$ cat config.mk
export PLATFORM = sky130hd
export DESIGN_NAME = resolution_text_reader
export DESIGN_NICKNAME = d
export VERILOG_FILES = /design/src/rtl/resolution_text_reader.sv
export SDC_FILE = /design/constraint.sdc
export NUM_CORES = 1
export LEC_CHECK = 0
export BUFFER_PORTS_ARGS = -buffer_cell sky130_fd_sc_hd__buf_2
export CELL_PAD_IN_SITES_DETAIL_PLACEMENT = 1
export CELL_PAD_IN_SITES_GLOBAL_PLACEMENT = 2
export CORE_UTILIZATION = 33
export CTS_CLUSTER_SIZE = 12
export DETAILED_ROUTE_END_ITERATION = 16
export PLACE_DENSITY_LB_ADDON = 0.1
export SLEW_MARGIN = 20
export SYNTH_ARGS = -nofsm -noshare
export SYNTH_HDL_FRONTEND = slang
export SYNTH_SLANG_ARGS = --single-unit
$ cat constraint.sdc
create_clock -name clock -period 5.2 [get_ports clock]
set_clock_uncertainty 0.05 [all_clocks]
set_input_delay 0.52 -clock clock [delete_from_list [all_inputs] [get_ports clock]]
set_output_delay 0.52 -clock clock [all_outputs]
set_load 0.01 [all_outputs]
$ cat src/rtl/resolution_text_reader.sv
// resolution_text_reader
//   Fetches the resolution-label text row that falls on the current video
//   line from the resolution ROM and serialises it, MSB first, into a
//   per-pixel pixel_on signal inside a fixed on-screen box.
//
// Ports:
//   clock     pixel clock
//   reset_n   asynchronous active-low reset
//   new_line  one-cycle pulse at start of line; y valid while high
//   x, y      12-bit video timing counters
//   rom_addr  registered 4-bit row address to the ROM
//   rom_q     ROM row data, valid 1 clock after rom_addr changes
//   pixel_on  registered text pixel
//   in_box    registered "pixel inside text box" flag

`ifndef RESLINE_SIZE
`define RESLINE_SIZE 48
`endif

module resolution_text_reader #(
    parameter int unsigned WIDTH      = `RESLINE_SIZE,
    parameter int unsigned X0         = 16,
    parameter int unsigned Y0         = 16,
    parameter int unsigned SCALE_LOG2 = 0
) (
    input  logic             clock,
    input  logic             reset_n,
    input  logic             new_line,
    input  logic [11:0]      x,
    input  logic [11:0]      y,
    output logic [3:0]       rom_addr,
    input  logic [WIDTH-1:0] rom_q,
    output logic             pixel_on,
    output logic             in_box
);

    localparam int unsigned   BW       = $clog2(WIDTH + 1);
    localparam logic [12:0]   X_START  = 13'(X0);
    localparam logic [12:0]   Y_START  = 13'(Y0);
    localparam logic [12:0]   Y_STOP   = 13'(Y0 + (16 << SCALE_LOG2));
    localparam logic [2:0]    SUB_LAST = 3'((1 << SCALE_LOG2) - 1);
    localparam logic [BW-1:0] BIT_LAST = BW'(WIDTH - 1);

    typedef enum logic [2:0] {IDLE, FETCH, CAPTURE, WAIT_X, SHIFT} state_t;

    state_t           state;
    logic [WIDTH-1:0] linebuf;
    logic [2:0]       subcnt;
    logic [BW-1:0]    bitcnt;

    // 13-bit comparisons so Y0 + box height can never wrap.
    logic [12:0] x_ext;
    logic [12:0] y_ext;
    logic [12:0] y_off;
    logic        hit;
    logic [3:0]  row;

    always_comb begin
        x_ext = {1'b0, x};
        y_ext = {1'b0, y};
        hit   = (y_ext >= Y_START) && (y_ext < Y_STOP);
        y_off = y_ext - Y_START;
        row   = 4'(y_off >> SCALE_LOG2);
    end

    always_ff @(posedge clock or negedge reset_n) begin
        if (!reset_n) begin
            state    <= IDLE;
            rom_addr <= '0;
            pixel_on <= 1'b0;
            in_box   <= 1'b0;
            linebuf  <= '0;
            subcnt   <= '0;
            bitcnt   <= '0;
        end else begin
            // Outputs are only driven high from SHIFT.
            pixel_on <= 1'b0;
            in_box   <= 1'b0;
            if (new_line) begin
                // A new line always wins, aborting any row in progress.
                if (hit) begin
                    rom_addr <= row;
                    state    <= FETCH;
                end else begin
                    state    <= IDLE;
                end
            end else begin
                case (state)
                    IDLE: state <= IDLE;
                    // ROM is registering its output during this cycle.
                    FETCH: state <= CAPTURE;
                    CAPTURE: begin
                        linebuf <= rom_q;
                        // Too late to start the row at X0: drop this line.
                        if (x_ext >= X_START) state <= IDLE;
                        else                  state <= WAIT_X;
                    end
                    WAIT_X: begin
                        if (x_ext == X_START) begin
                            subcnt <= '0;
                            bitcnt <= '0;
                            state  <= SHIFT;
                        end
                    end
                    SHIFT: begin
                        pixel_on <= linebuf[WIDTH-1];
                        in_box   <= 1'b1;
                        if (subcnt == SUB_LAST) begin
                            subcnt  <= '0;
                            linebuf <= linebuf << 1;
                            bitcnt  <= bitcnt + BW'(1);
                            if (bitcnt == BIT_LAST) state <= IDLE;
                        end else begin
                            subcnt <= subcnt + 3'd1;
                        end
                    end
                    default: state <= IDLE;
                endcase
            end
        end
    end

endmodule

Yosys cells after proc, flatten, opt, wreduce, memory -nomap -nowiden
Cells that the tools add are included.
W data, S select, Z words.
Operators by class
  reduce and logical (&&, ||, !) cells: 9
  $lt $le $gt $ge: 3
  add/subtract/negate cells: 3
  bitwise operators: 1
  mux-type cells: 19
  eq/ne operators: 11
Operator list (count)
  $pmux W48 S2: 1
  $mux W48: 1
  $ge A12 B5 Y1 const B: 2
  $mux W3: 6
  $eq A12 B5 Y1 const B: 1
  $lt A12 B6 Y1 const B: 1
  $mux W6: 2
  $pmux W3 S4: 1
  $pmux W6 S2: 1
  $ne A3 B3 Y1 const B: 3
  $reduce_and A3 Y1: 3
  $add A6 B1 Y6 const B: 1
  $eq A3 B2 Y1 const B: 2
  $eq A6 B6 Y1 const B: 1
  $pmux W3 S2: 1
  $mux W1: 5
  $ne A2 B2 Y1 const B: 2
  $reduce_and A4 Y1: 1
  $reduce_bool A2 Y1: 2
  $sub A4 B1 Y4 const B: 1
  $add A3 B1 Y3 const B: 1
  $eq A3 B1 Y1 const B: 1
  $eq A3 B3 Y1 const B: 1
  $logic_not A3 Y1: 1
  4 further kinds: 4
Storage, ports and cells
  input bits: 75
  output and inout port bits: 6
  logic and storage cells: 53
  bits in registers: 66

Longest topological paths before layout
  depth after elaboration: 5
  depth in mapped cells: 8
  gate-level depth less buffers: 6

Worst setup path before layout
Ideal clock, no wire load.
  kind: input -> register
  from: input port x[7]
  to: register bitcnt[5]
  required time: 5.071 ns
  path slack: 3.209 ns
  path buffers: 0
  cell stages on the path: 4
  arrival time: 1.861 ns
  setup time: 0.079 ns
  cells stage by stage: nor4_1 -> nand4_1 -> a2111oi_0 -> mux2i_1
Between the ends
  cells in the longest elaborated chain, start to end: 3
Ends and longest elaborated chain
  start, declared: line 29  | input logic [11:0] x,
  $eq A12 B5 Y1: line 99  | if (x_ext == X_START) begin
  $ne A2 B2 Y1 (no line)
  $reduce_and A4 Y1 (no line)
  end signal, assigned: line 111  | bitcnt <= bitcnt + BW'(1);
  end, declared: line 49  | logic [BW-1:0] bitcnt;
No other way between the ends.
A chain may end at the register's enable or synchronous reset.

Final worst setup path
  from: register state[2]
  to: register linebuf[46]
Between the ends
  cells in the longest elaborated chain, start to end: 3
  elaborated cells on any way between the ends: 6
  those cells by class: eq/ne (3); mux (1); reduce/logical (2)
Ends and longest elaborated chain
  start, declared: line 46  | state_t state;
  start signal, assigned: line 68  | state <= IDLE;
  start signal, assigned: line 83  | state <= FETCH;
  start signal, assigned: line 85  | state <= IDLE;
  $eq A3 B3 Y1 / $eq A3 B2 Y1 (equally long branches): line 88  | case (state)
  $ne A2 B2 Y1 (no line) / $reduce_bool A2 Y1 (equally long branches)
  $reduce_and A3 Y1 (no line)
  end signal, assigned: line 93  | linebuf <= rom_q;
  end signal, assigned: line 110  | linebuf <= linebuf << 1;
  end, declared: line 47  | logic [WIDTH-1:0] linebuf;
Several ways; a longest one is shown, not always the timed one.

==> key figures <==
STA
  – Worst-margin pin slew: 0.8788 ns
  – Finish-stage setup viols: 0
  – Period utilisation layout: 48.24%
  – Fin. max-slew vios: 0
  – Final min period: 2.509 ns
  – Setup TNS: 0 ns
  – Fmax: 398.6 MHz
  – Max-slew headroom: 41.41%
  – RSZ-0062 raised after global routing: no
  – Fin. Hold Viols: 0

Global routing
  – Number of global-route vias before repair: 2928
  – All-layer global routing usage: 16.89%
  – Grt met3 use: 2.855%
  – Largest net degree at the start of global routing: 97
  – First-pass GRT wire length: 13370 um
  – Total gr overflow: 0
  – Met1 usage: 21.04%
  – Initial antenna violation count: 0
  – Top Usage Layer GRT: met2
  – GR met2 Demand/Resource: 28.97%

Cells and area
  – Layout area overhead: 20.55%
  – Layout Nets: 508
  – Fraction of layout instances using a drive strength above 1: 24.02%
  – Antenna diode count: 0
  – Post-layout util: 41.23%

Clocking
  – Resized cells post-CTS: 0
  – Clock Pin Slew Worst Setup and Hold Paths: 0.07 ns
  – Worst skew pair latency: 0.33 ns
  – CTS tree: built
  – TritonCTS Buffers: 9
  – Clk root buf: clkbuf_8
  – CTS max path bufs: 2
  – TritonCTS Sinks: 66
  – Cts hold-fix bufs: 0
  – Post-CTS Setup Inserts: 0
  – Htree depth: 3

Placed design
  – GP Congestion: 0.7253
  – Buffers added on ports: 80
  – HPWL after DPL: 4919 um

Detailed routing
  – Avg Vias per Cell: 4.877
  – Pre-antenna DRT Iters: 4
  – Residual DRC: 0
  – DR WL/cell: 13.46 um
  – Initial DRC Count: 46
  – Post-route ant nets: 0
  – Drt total wl: 7565 um
  – Routed vias: 2741

Floorplanning
  – Core Area: 9240 um^2
  – Die Wd: 99.87 um
  – Height of the chip: 99.87 um
  – Ports: 81
  – Row count: 35
  – Initial Utilization: 34.20%
  – Full die area: 9973 um^2

Yosys
  – Warnings, synthesis: 0
  – Top post-synthesis cells by area: dfrtp_1 (52%), nand2_1 (11%), a31oi_1 (9.5%)
  – Post-synth top cells: nand2_1 (95), dfrtp_1 (66), nor2_1 (52), a31oi_1 (48), clkbuf_1 (15)
  – Post-synthesis cell type count: 37
  – Synth Instances: 360
  – Post-synth net total: 438
  – FFs w/ async S/R, synth: 100.0%
  – #FFs+latches synth: 66
  – Register area share after synthesis: 52.26%
  – Post-synth EDFFs: 0
  – Synth area leader: dfrtp_1
  – Mapped Area: 3161 um^2
  – Syn avg cell area: 8.779 um^2
  – Top FF cell, synth: dfrtp_1
  – Top-count cell post-synth: nand2_1
  – Synth top area share: 52.26%

Outcome
  – Status: complete, no violations

Power
  – Cell leakage power: 1.755 nW
  – Maximum VDD drop: 0.1053 mV
  – PD cells: 262.4 nW/um^2

Worst setup path
  – Worst endpoint data arrival time: 2.71 ns
  – Crit Path Max Fanout: 96
  – Crit. End Element: register
  – CP required: 5.40 ns
  – Slowest CP cell: buf_4
  – Crit path kind: reg -> reg
  – Cell repeated most along the worst path: buf_4
  – Peak per-stage delay on the critical path: 0.73 ns
  – CP Cell Sequence: nor3b_2 > buf_4 > a2111oi_4 > buf_4 > nor2_1 > a31oi_1
  – Crit path launch type: register

Worst hold path
  – HP Class: in -> async

Run
  – Maxcap violations: 0
## final cells by class
cell class,instances,area (um^2)
timing repair buffer,84,430.4
sequential,66,1652
multi-input combinational,261,1378
inverter,8,30.03
fill,1132,5430
clock buffer,11,141.4
clock inverter,3,17.52
tap,129,161.4
## cell usage in the layout, fill, tap and decap left out, types with 2 or more instances in the layout
master / synthesis / layout
a211oi_1: 3 / 3
nand2_1: 95 / 95
nand3_1: 5 / 5
a21oi_1: 2 / 2
nor2_1: 52 / 52
buf_4: 0 / 4
dfrtp_1: 66 / 66
buf_2: 10 / 80
mux2_2: 4 / 4
a31oi_1: 48 / 48
nand4_1: 2 / 2
nor3_1: 2 / 2
o21ai_0: 9 / 9
nand2b_1: 3 / 3
a22oi_1: 2 / 2
o21a_1: 2 / 2
mux2i_1: 5 / 5
clkbuf_8: 0 / 10
o22ai_1: 2 / 2
ha_1: 3 / 3
clkinv_2: 0 / 2
nor2b_1: 2 / 2
nor4b_1: 2 / 2
o21bai_1: 3 / 3
nand3b_1: 2 / 2
inv_1: 8 / 8
## worst paths after layout
kind                            from  slack [ns]          end  cells past startpoint
max                         state[2]        2.69  linebuf[46]                      6
min                          reset_n        0.31    bitcnt[4]                      2
max reg2reg                 state[2]        2.69  linebuf[46]                      6
min reg2reg                subcnt[2]        0.42    subcnt[2]                      1
max in group asynchronous    reset_n        4.19  linebuf[20]                      2
min in group clock              y[2]        0.36  rom_addr[2]                      2
## worst max-delay path, delay by kind of cell, from the launching register on
kind	cells	cell delay [ns]
AND/OR/NAND/NOR	2	0.29
flip-flops	1	0.46
AO/OA/AOI/OAI	2	0.55
buffers and inverters	2	1.04
## through the flow
step	instance area (um^2)	setup slack [ns]	hold WS (ns)	cells	total power, mW
floorplan	3161	3.209	0.1744	360	0.5951
global placement	3651	2.741	0.4144	548	0.6430
detailed placement	3651	2.710	0.4126	548	0.6461
CTS	3810	2.681	0.3491	562	1.020
global route	3810	2.474	0.3622	562	1.056
finish	3810	2.691	0.3093	562	0.9997
## layer usage
metal | part of all wire (%) | vias to the layer above
li1 | - | 1371
met4 | 1.4 | 0
met5 | 0 | -
met1 | 48 | 1320
met3 | 2.9 | 7
met2 | 48 | 43
## kinds of logic (layout without fill, tap and decap cells)
group	count (synthesis)	after routing	share of synthesized area, %
compound gates	76	76	15.99
xor+xnor	1	1	0.2772
fa+ha+maj	3	3	1.188
buf+inv	33	106	4.315
flops	66	66	52.26
mux	9	9	3.009
simple gates	172	172	22.96
## flip-flops by register name, summed over array words and instances (netlist names)
| name | cells |
|---|---|
| linebuf | 48 |
| rom_addr | 4 |
| bitcnt | 6 |
| state | 3 |
| subcnt | 3 |
| pixel_on | 1 |
| in_box | 1 |
## power breakdown
group	switching [mW]	leakage [nW]	internal, mW
Clock	0.187	0.0810	0.179
Combinational	0.0413	0.886	0.0419
Sequential	0.0135	0.788	0.537
Total	0.242	1.75	0.758
(Power assumes the default switching activity.)
